### config.mk
export PLATFORM = sky130hd
export DESIGN_NAME = dmem_arbiter_flat
export DESIGN_NICKNAME = d
export VERILOG_FILES = /design/src/rtl/dmem_pkg.sv /design/src/rtl/dmem_arbiter_if.sv /design/src/rtl/dmem_resp_reg.sv /design/src/rtl/dmem_arbiter.sv /design/src/flat_wrapper.sv
export SDC_FILE = /design/constraint.sdc
export NUM_CORES = 1
export LEC_CHECK = 0
export BUFFER_PORTS_ARGS = -buffer_cell sky130_fd_sc_hd__buf_2
export CAP_MARGIN = 30
export CORE_AREA = 2 2 90 92
export DETAILED_ROUTE_END_ITERATION = 10
export DIE_AREA = 0 0 92 94
export GPL_ROUTABILITY_DRIVEN = 0
export HOLD_SLACK_MARGIN = 0.1
export SYNTH_ARGS = -nofsm -noshare
export SYNTH_HDL_FRONTEND = slang
export SYNTH_SLANG_ARGS = --single-unit
### constraint.sdc
create_clock -name CLK -period 2 [get_ports CLK]
set_input_delay 0.2 -clock CLK [delete_from_list [all_inputs] [get_ports CLK]]
set_output_delay 0.2 -clock CLK [all_outputs]
set_load 0.01 [all_outputs]
### src/rtl/dmem_pkg.sv
// rtl/dmem_pkg.sv - shared encodings and misalign check for the data-memory arbiter
package dmem_pkg;

  localparam logic [1:0] MODE_BYTE = 2'b00;
  localparam logic [1:0] MODE_HALF = 2'b01;
  localparam logic [1:0] MODE_WORD = 2'b10;

  typedef enum logic [1:0] {
    OWN_NONE = 2'b00,
    OWN_CPU  = 2'b01,
    OWN_DBG  = 2'b10
  } owner_e;

  typedef struct packed {
    owner_e owner;
    logic   is_load;
    logic   err;
  } resp_t;

  // mode 2'b11 is also a word access, so only mode[1] is tested for word size
  function automatic logic misalign(input logic [1:0] mode, input logic [1:0] addr_lo);
    misalign = ((mode == MODE_HALF) && addr_lo[0]) ||
               (mode[1] && (addr_lo != 2'b00));
  endfunction

endpackage

### src/rtl/dmem_arbiter_if.sv
// rtl/dmem_arbiter_if.sv - CPU, DBG and RAM side signals of the data-memory arbiter
interface dmem_arbiter_if #(
  parameter int ADDR_W = 8,
  parameter int DATA_W = 32
);

  logic              cpu_req;
  logic              cpu_we;
  logic [1:0]        cpu_mode;
  logic [ADDR_W-1:0] cpu_addr;
  logic [DATA_W-1:0] cpu_wdata;
  logic              cpu_stall;
  logic              cpu_rvalid;
  logic [DATA_W-1:0] cpu_rdata;
  logic              cpu_err;

  logic              dbg_req;
  logic              dbg_we;
  logic [1:0]        dbg_mode;
  logic [ADDR_W-1:0] dbg_addr;
  logic [DATA_W-1:0] dbg_wdata;
  logic              dbg_gnt;
  logic              dbg_rvalid;
  logic [DATA_W-1:0] dbg_rdata;
  logic              dbg_err;

  logic              mem_we;
  logic [1:0]        mem_mode;
  logic [ADDR_W-1:0] mem_addr;
  logic [DATA_W-1:0] mem_wdata;
  logic [DATA_W-1:0] mem_rdata;

  modport slave (
    input  cpu_req, cpu_we, cpu_mode, cpu_addr, cpu_wdata,
    output cpu_stall, cpu_rvalid, cpu_rdata, cpu_err,
    input  dbg_req, dbg_we, dbg_mode, dbg_addr, dbg_wdata,
    output dbg_gnt, dbg_rvalid, dbg_rdata, dbg_err,
    output mem_we, mem_mode, mem_addr, mem_wdata,
    input  mem_rdata
  );

  modport master (
    output cpu_req, cpu_we, cpu_mode, cpu_addr, cpu_wdata,
    input  cpu_stall, cpu_rvalid, cpu_rdata, cpu_err,
    output dbg_req, dbg_we, dbg_mode, dbg_addr, dbg_wdata,
    input  dbg_gnt, dbg_rvalid, dbg_rdata, dbg_err,
    input  mem_we, mem_mode, mem_addr, mem_wdata,
    output mem_rdata
  );

endinterface

### src/rtl/dmem_resp_reg.sv
// rtl/dmem_resp_reg.sv - registers the granted access and steers the late read data to its owner
module dmem_resp_reg
  import dmem_pkg::*;
#(
  parameter int DATA_W = 32
) (
  input  logic              CLK,
  input  logic              reset_n,
  input  owner_e            gnt_owner,
  input  logic              gnt_load,
  input  logic              gnt_err,
  input  logic [DATA_W-1:0] mem_rdata,
  output logic              cpu_rvalid,
  output logic [DATA_W-1:0] cpu_rdata,
  output logic              cpu_err,
  output logic              dbg_rvalid,
  output logic [DATA_W-1:0] dbg_rdata,
  output logic              dbg_err
);

  resp_t resp_q;
  resp_t resp_d;

  always_comb begin
    resp_d         = '0;
    resp_d.owner   = gnt_owner;
    resp_d.is_load = gnt_load;
    resp_d.err     = gnt_err;
  end

  // an asynchronous reset drops whatever response was in flight
  always_ff @(posedge CLK or negedge reset_n) begin
    if (!reset_n) begin
      resp_q <= '{owner: OWN_NONE, is_load: 1'b0, err: 1'b0};
    end else begin
      resp_q <= resp_d;
    end
  end

  always_comb begin
    cpu_rvalid = 1'b0;
    cpu_rdata  = '0;
    cpu_err    = 1'b0;
    dbg_rvalid = 1'b0;
    dbg_rdata  = '0;
    dbg_err    = 1'b0;
    case (resp_q.owner)
      OWN_CPU: begin
        cpu_err    = resp_q.err;
        cpu_rvalid = resp_q.is_load & ~resp_q.err;
        if (cpu_rvalid) cpu_rdata = mem_rdata;
      end
      // DBG acknowledges stores too, but only loads carry data
      OWN_DBG: begin
        dbg_err    = resp_q.err;
        dbg_rvalid = ~resp_q.err;
        if (resp_q.is_load && !resp_q.err) dbg_rdata = mem_rdata;
      end
      default: ;
    endcase
  end

endmodule

### src/rtl/dmem_arbiter.sv
// rtl/dmem_arbiter.sv - CPU/DBG arbiter in front of the byte-lane data RAM with bounded DBG wait
module dmem_arbiter
  import dmem_pkg::*;
#(
  parameter int ADDR_W   = 8,
  parameter int DATA_W   = 32,
  parameter int MAX_WAIT = 4
) (
  input  logic            CLK,
  input  logic            reset_n,
  dmem_arbiter_if.slave   bus
);

  localparam logic [3:0] WAIT_MAX = 4'(MAX_WAIT);

  owner_e            owner;
  logic [3:0]        wait_cnt;
  logic              own_we;
  logic [1:0]        own_mode;
  logic [ADDR_W-1:0] own_addr;
  logic [DATA_W-1:0] own_wdata;
  logic              own_mis;

  logic              cpu_rvalid_w;
  logic [DATA_W-1:0] cpu_rdata_w;
  logic              cpu_err_w;
  logic              dbg_rvalid_w;
  logic [DATA_W-1:0] dbg_rdata_w;
  logic              dbg_err_w;

  // CPU has priority until DBG has been denied MAX_WAIT cycles in a row
  always_comb begin
    owner = OWN_NONE;
    if (bus.dbg_req && ((wait_cnt == WAIT_MAX) || !bus.cpu_req)) begin
      owner = OWN_DBG;
    end else if (bus.cpu_req) begin
      owner = OWN_CPU;
    end
  end

  always_comb begin
    own_we    = 1'b0;
    own_mode  = bus.cpu_mode;
    own_addr  = bus.cpu_addr;
    own_wdata = bus.cpu_wdata;
    case (owner)
      OWN_CPU: own_we = bus.cpu_we;
      OWN_DBG: begin
        own_we    = bus.dbg_we;
        own_mode  = bus.dbg_mode;
        own_addr  = bus.dbg_addr;
        own_wdata = bus.dbg_wdata;
      end
      default: ;
    endcase
  end

  assign own_mis = misalign(own_mode, own_addr[1:0]);

  assign bus.cpu_stall = bus.cpu_req & (owner != OWN_CPU);
  assign bus.dbg_gnt   = (owner == OWN_DBG);

  // reset_n gates the write strobe so no store leaks out while reset is held
  assign bus.mem_we    = own_we & ~own_mis & reset_n;
  assign bus.mem_mode  = own_mode;
  assign bus.mem_addr  = own_addr;
  assign bus.mem_wdata = own_wdata;

  always_ff @(posedge CLK or negedge reset_n) begin
    if (!reset_n) begin
      wait_cnt <= 4'd0;
    end else if (!bus.dbg_req || (owner == OWN_DBG)) begin
      wait_cnt <= 4'd0;
    end else if (wait_cnt < WAIT_MAX) begin
      wait_cnt <= wait_cnt + 4'd1;
    end
  end

  dmem_resp_reg #(
    .DATA_W (DATA_W)
  ) u_resp (
    .CLK        (CLK),
    .reset_n    (reset_n),
    .gnt_owner  (owner),
    .gnt_load   (~own_we),
    .gnt_err    (own_mis),
    .mem_rdata  (bus.mem_rdata),
    .cpu_rvalid (cpu_rvalid_w),
    .cpu_rdata  (cpu_rdata_w),
    .cpu_err    (cpu_err_w),
    .dbg_rvalid (dbg_rvalid_w),
    .dbg_rdata  (dbg_rdata_w),
    .dbg_err    (dbg_err_w)
  );

  assign bus.cpu_rvalid = cpu_rvalid_w;
  assign bus.cpu_rdata  = cpu_rdata_w;
  assign bus.cpu_err    = cpu_err_w;
  assign bus.dbg_rvalid = dbg_rvalid_w;
  assign bus.dbg_rdata  = dbg_rdata_w;
  assign bus.dbg_err    = dbg_err_w;

endmodule

### src/flat_wrapper.sv
// flat-port wrapper written by rule: the top's interface ports become plain ports
module dmem_arbiter_flat import dmem_pkg::*;
#(
  parameter int ADDR_W   = 8,
  parameter int DATA_W   = 32,
  parameter int MAX_WAIT = 4
)
  (CLK, reset_n, bus_cpu_req, bus_cpu_we, bus_cpu_mode, bus_cpu_addr, bus_cpu_wdata, bus_cpu_stall, bus_cpu_rvalid, bus_cpu_rdata, bus_cpu_err, bus_dbg_req, bus_dbg_we, bus_dbg_mode, bus_dbg_addr, bus_dbg_wdata, bus_dbg_gnt, bus_dbg_rvalid, bus_dbg_rdata, bus_dbg_err, bus_mem_we, bus_mem_mode, bus_mem_addr, bus_mem_wdata, bus_mem_rdata);
  dmem_arbiter_if #(.ADDR_W(ADDR_W), .DATA_W(DATA_W)) bus_i ();
  input  logic CLK;
  input  logic reset_n;
  input wire logic [$bits(bus_i.cpu_req)-1:0] bus_cpu_req;
  input wire logic [$bits(bus_i.cpu_we)-1:0] bus_cpu_we;
  input wire logic [$bits(bus_i.cpu_mode)-1:0] bus_cpu_mode;
  input wire logic [$bits(bus_i.cpu_addr)-1:0] bus_cpu_addr;
  input wire logic [$bits(bus_i.cpu_wdata)-1:0] bus_cpu_wdata;
  output wire logic [$bits(bus_i.cpu_stall)-1:0] bus_cpu_stall;
  output wire logic [$bits(bus_i.cpu_rvalid)-1:0] bus_cpu_rvalid;
  output wire logic [$bits(bus_i.cpu_rdata)-1:0] bus_cpu_rdata;
  output wire logic [$bits(bus_i.cpu_err)-1:0] bus_cpu_err;
  input wire logic [$bits(bus_i.dbg_req)-1:0] bus_dbg_req;
  input wire logic [$bits(bus_i.dbg_we)-1:0] bus_dbg_we;
  input wire logic [$bits(bus_i.dbg_mode)-1:0] bus_dbg_mode;
  input wire logic [$bits(bus_i.dbg_addr)-1:0] bus_dbg_addr;
  input wire logic [$bits(bus_i.dbg_wdata)-1:0] bus_dbg_wdata;
  output wire logic [$bits(bus_i.dbg_gnt)-1:0] bus_dbg_gnt;
  output wire logic [$bits(bus_i.dbg_rvalid)-1:0] bus_dbg_rvalid;
  output wire logic [$bits(bus_i.dbg_rdata)-1:0] bus_dbg_rdata;
  output wire logic [$bits(bus_i.dbg_err)-1:0] bus_dbg_err;
  output wire logic [$bits(bus_i.mem_we)-1:0] bus_mem_we;
  output wire logic [$bits(bus_i.mem_mode)-1:0] bus_mem_mode;
  output wire logic [$bits(bus_i.mem_addr)-1:0] bus_mem_addr;
  output wire logic [$bits(bus_i.mem_wdata)-1:0] bus_mem_wdata;
  input wire logic [$bits(bus_i.mem_rdata)-1:0] bus_mem_rdata;
  assign bus_i.cpu_req = bus_cpu_req;
  assign bus_i.cpu_we = bus_cpu_we;
  assign bus_i.cpu_mode = bus_cpu_mode;
  assign bus_i.cpu_addr = bus_cpu_addr;
  assign bus_i.cpu_wdata = bus_cpu_wdata;
  assign bus_cpu_stall = bus_i.cpu_stall;
  assign bus_cpu_rvalid = bus_i.cpu_rvalid;
  assign bus_cpu_rdata = bus_i.cpu_rdata;
  assign bus_cpu_err = bus_i.cpu_err;
  assign bus_i.dbg_req = bus_dbg_req;
  assign bus_i.dbg_we = bus_dbg_we;
  assign bus_i.dbg_mode = bus_dbg_mode;
  assign bus_i.dbg_addr = bus_dbg_addr;
  assign bus_i.dbg_wdata = bus_dbg_wdata;
  assign bus_dbg_gnt = bus_i.dbg_gnt;
  assign bus_dbg_rvalid = bus_i.dbg_rvalid;
  assign bus_dbg_rdata = bus_i.dbg_rdata;
  assign bus_dbg_err = bus_i.dbg_err;
  assign bus_mem_we = bus_i.mem_we;
  assign bus_mem_mode = bus_i.mem_mode;
  assign bus_mem_addr = bus_i.mem_addr;
  assign bus_mem_wdata = bus_i.mem_wdata;
  assign bus_i.mem_rdata = bus_mem_rdata;
  dmem_arbiter #(.ADDR_W(ADDR_W), .DATA_W(DATA_W), .MAX_WAIT(MAX_WAIT)) u_core (.CLK(CLK), .reset_n(reset_n), .bus(bus_i));
endmodule
==> implementation parameters <==
Parameter                              Value

Run status
  Result of the run ... finished, violations left
  Violated checks ... setup timing

Routing
  Post-route ant nets ... 0
  Router iterations before antenna repair ... 4
  Vias per std cell ... 4.15
  Routed wirelength normalized by instance count ... roughly 14 µm
  Violation count after the first detailed-routing iteration ... 24
  Final routed wirelength across all metal layers ... 7.28 mm
  Via count ... 2,152
  Number of DRC violations after detailed routing ... 0

Synthesis
  Largest family of logic cells by synthesized area ... simple AND/OR/NAND/NOR gates
  Proportion of synthesized flip-flops having asynchronous set or reset ... 100%
  Post-Synth Adder-Cell Area ... between 1.5 and 2%
  Main area contributors after synthesis ... sky130_fd_sc_hd__mux2_2, sky130_fd_sc_hd__and2_1, sky130_fd_sc_hd__dfrtp_1, sky130_fd_sc_hd__nor2_1, sky130_fd_sc_hd__nand2_1
  Post-synthesis instance total ... approximately 170
  Simple-gate portion of the synthesized area ... a little under two fifths
  Syn_nets ... between 200 and 300
  Average instance area after synthesis ... just over 8 µm²
  Synth Area in XOR/XNOR ... 0%
  Most frequently used cell type in the post-synthesis netlist ... sky130_fd_sc_hd__and2_1
  Number of distinct library cells after synthesis ... 24
  List of most frequent post-synthesis cells ... sky130_fd_sc_hd__and2_1, sky130_fd_sc_hd__mux2_2, sky130_fd_sc_hd__nor2_1
  Share of Yosys cell area claimed by the top area cell type ... 33.8%
  Synth warn ... 0
  Summed instance area of the synthesized netlist ... around 1400 µm²
  Mux share of post-synthesis cell area ... 33.8%
  Post-synth EDFFs ... 0
  Predominant post-synthesis flop cell ... sky130_fd_sc_hd__dfrtp_1
  #FFs+latches synth ... 8
  Share of the synthesized area in compound gates (AO/OA/AOI/OAI) ... 6.36%
  Seq/Total Area, Yosys ... ~14%
  Biggest area consumer among synthesized cells ... sky130_fd_sc_hd__mux2_2

Setup path
  Startpoint of the most critical register-to-register path ... u_core.wait_cnt[1]
  Data required time of the critical path ... 1.80 ns
  Delay contributed by the slowest stage of the critical path ... 0.40 ns
  CP Launch Point ... u_core.wait_cnt[1]
  Cell family contributing the most delay on the critical path ... buffers and inverters
  Master of the slowest instance on the critical path ... sky130_fd_sc_hd__dfrtp_1
  Classification of the worst setup path ... flip-flop to primary output
  Max Fanout on Critical Path ... 8
  Critical path endpoint category ... primary output
  Cell breakdown of the critical path ... inv_2, ha_4, nand2b_4, o22ai_4, buf_12, clkbuf_16, mux2_4, buf_6
  Startpoint class of the critical path ... flip-flop
  Number of buffer and inverter instances along the worst setup path ... 4
  Crit path arrival time ... ~1.9 ns

Min path
  Tightest Hold Check Type ... primary input to flip-flop
  Hold wc startpoint ... bus_dbg_we

Clock tree
  Clk_lat worst skew ... 0.23 ns
  TritonCTS clock tree ... done
  Clk sinks ... 8
  CTS buffer count ... 3
  Clk pin slew, worst setup/hold paths ... 0.04 ns
  CTS H-Tree Depth ... 1
  Max Root-Sink Buffers ... 2
  Root Driver ... sky130_fd_sc_hd__clkbuf_8

Cells and area
  Count of antenna diodes in the layout ... 0
  Fraction of layout instances using a drive strength above 1 ... 72.8%
  Share of the core filled with cells ... 42.1%
  Number of nets in the layout ... ~540
  Area grow syn2layout ... 129%
  Non-Filler Instances ... roughly 520
  Fill cell count ... 759

Floorplan
  Top-level I/O count ... 235
  Die area ... 8650 µm²
  Standard cell core area ... between 7000 and 8000 µm²
  Vert. Die Dim ... 94 µm
  Initial cell density of the core ... 18.4%
  Standard-cell row count ... 32
  Die width ... 92 µm

STA
  Final Hold Viols ... 0
  Final setup violation count ... 40
  Min setup slack post-route ... -0.0869 ns
  Share of the clock period used by the worst path ... 104%
  Number of max-slew violations in the final report ... 0
  Relative slew margins ... 83.8%
  Slew at the pin closest to its max-slew limit ... 0.243 ns
  Final setup skew ... 0.00275 ns
  Highest attainable clock frequency ... 479 MHz
  Fin Setup TNS ... -2.08 ns
  Post-route minimum period ... 2.09 ns
  RSZ-0062 raised after global routing ... true

Global routing
  Total gr overflow ... 0
  Number of global-route vias before repair ... 2,060
  Wire length of the first global-routing pass ... 10.0 mm
  Total routing usage reported by global routing ... 14.8%
  Pin count of the biggest net entering global routing ... 33
  Initial antenna violation count ... 0

Placement
  Number of I/O port buffers ... 234
  Sum of net half-perimeters after detailed placement ... 5.93 mm
  Count of placed standard cells including taps ... 500

Run
  Maximum Capacitance Violations ... 0

Pwr
  Leak ... about 1.9 nW
  Areal power density over the cells ... 307 nW/µm²
  Peak supply drop ... between 100 and 150 µV
==> report_power, final <==
group,leakage [nW],switching [mW],internal [mW]
sequential,0.102,0.00652,0.171
clock,0.0216,0.0585,0.130
combinational,1.78,0.253,0.365
==> state kept, by name (all words and copies together), names as in the netlist <==
signal                cells
u_core.wait_cnt           4
u_core.u_resp.resp_q      4
==> layout make-up <==
cell class	count	area, µm²	share of cell area, %
timing repair buffer	253	1590	49.7
sequential	8	200	6.25
inverter	4	15.0	0.469
clock buffer	3	41.3	1.29
tap	102	128	3.98
multi-input combinational	148	1230	38.3
==> layout by cell type, fill, tap and decap left out, drive strengths merged, types with 2 or more instances in the layout <==
cell	count
buf	249
and2	63
mux2	42
nor2	11
nand2	8
dfrtp	8
clkbuf	6
a21oi	5
inv	4
o21ai	3
nand2b	3
nor2b	2
nand3	2
o22ai	2
ha	2
==> path summary, 6_finish.rpt <==
check                                           to  slack [ns]  depth (start not counted)
hold reg to reg                 u_core.wait_cnt[0]        0.56                          3
setup reg to reg           u_core.u_resp.resp_q[0]        0.36                         10
hold / removal             u_core.u_resp.resp_q[1]        0.17                          2
max in group asynchronous       u_core.wait_cnt[2]        1.47                          2
setup / recovery                   bus_mem_addr[0]       -0.09                          8
min in group asynchronous  u_core.u_resp.resp_q[2]        0.36                          2
==> kinds of logic after synthesis <==
kind of cell    count (synthesis)
mux                            42
compound gates                 13
fa+ha+maj                       2
simple gates                   91
flops                           8
buf+inv                        15
==> what timing repair did <==
| action | CTS | global route |
|---|---|---|
| pin swaps | 2 | 3 |
| endpoints found under the setup margin | 43 | 43 |
| gates resized for setup | 41 | 25 |
| gates cloned | 2 | 3 |
| hold buffers | 1 | 0 |
| endpoints found under the hold margin | 8 | 0 |
| setup buffers | 6 | 5 |
==> per-stage QoR <==
step / hold slack [ns] / power, mW / setup WS (ns) / cell area, µm²
after floorplan: -0.0956 / 0.400 / 0.330 / 1400
after global placement: 0.0549 / 0.651 / 0.143 / 2670
after detailed placement: 0.0524 / 0.655 / 0.103 / 2670
after CTS: 0.166 / 0.943 / -0.0591 / 3030
after global routing: 0.181 / 1.05 / -0.167 / 3200
final: 0.166 / 0.984 / -0.0869 / 3200
==> per-layer routing <==
metal	routed length (µm)	GRT usage [%]
met1	2300	13.6
met3	674	2.97
met2	4130	30.8
met4	182	6.47
met5	0	0
(Power assumes the default switching activity.)
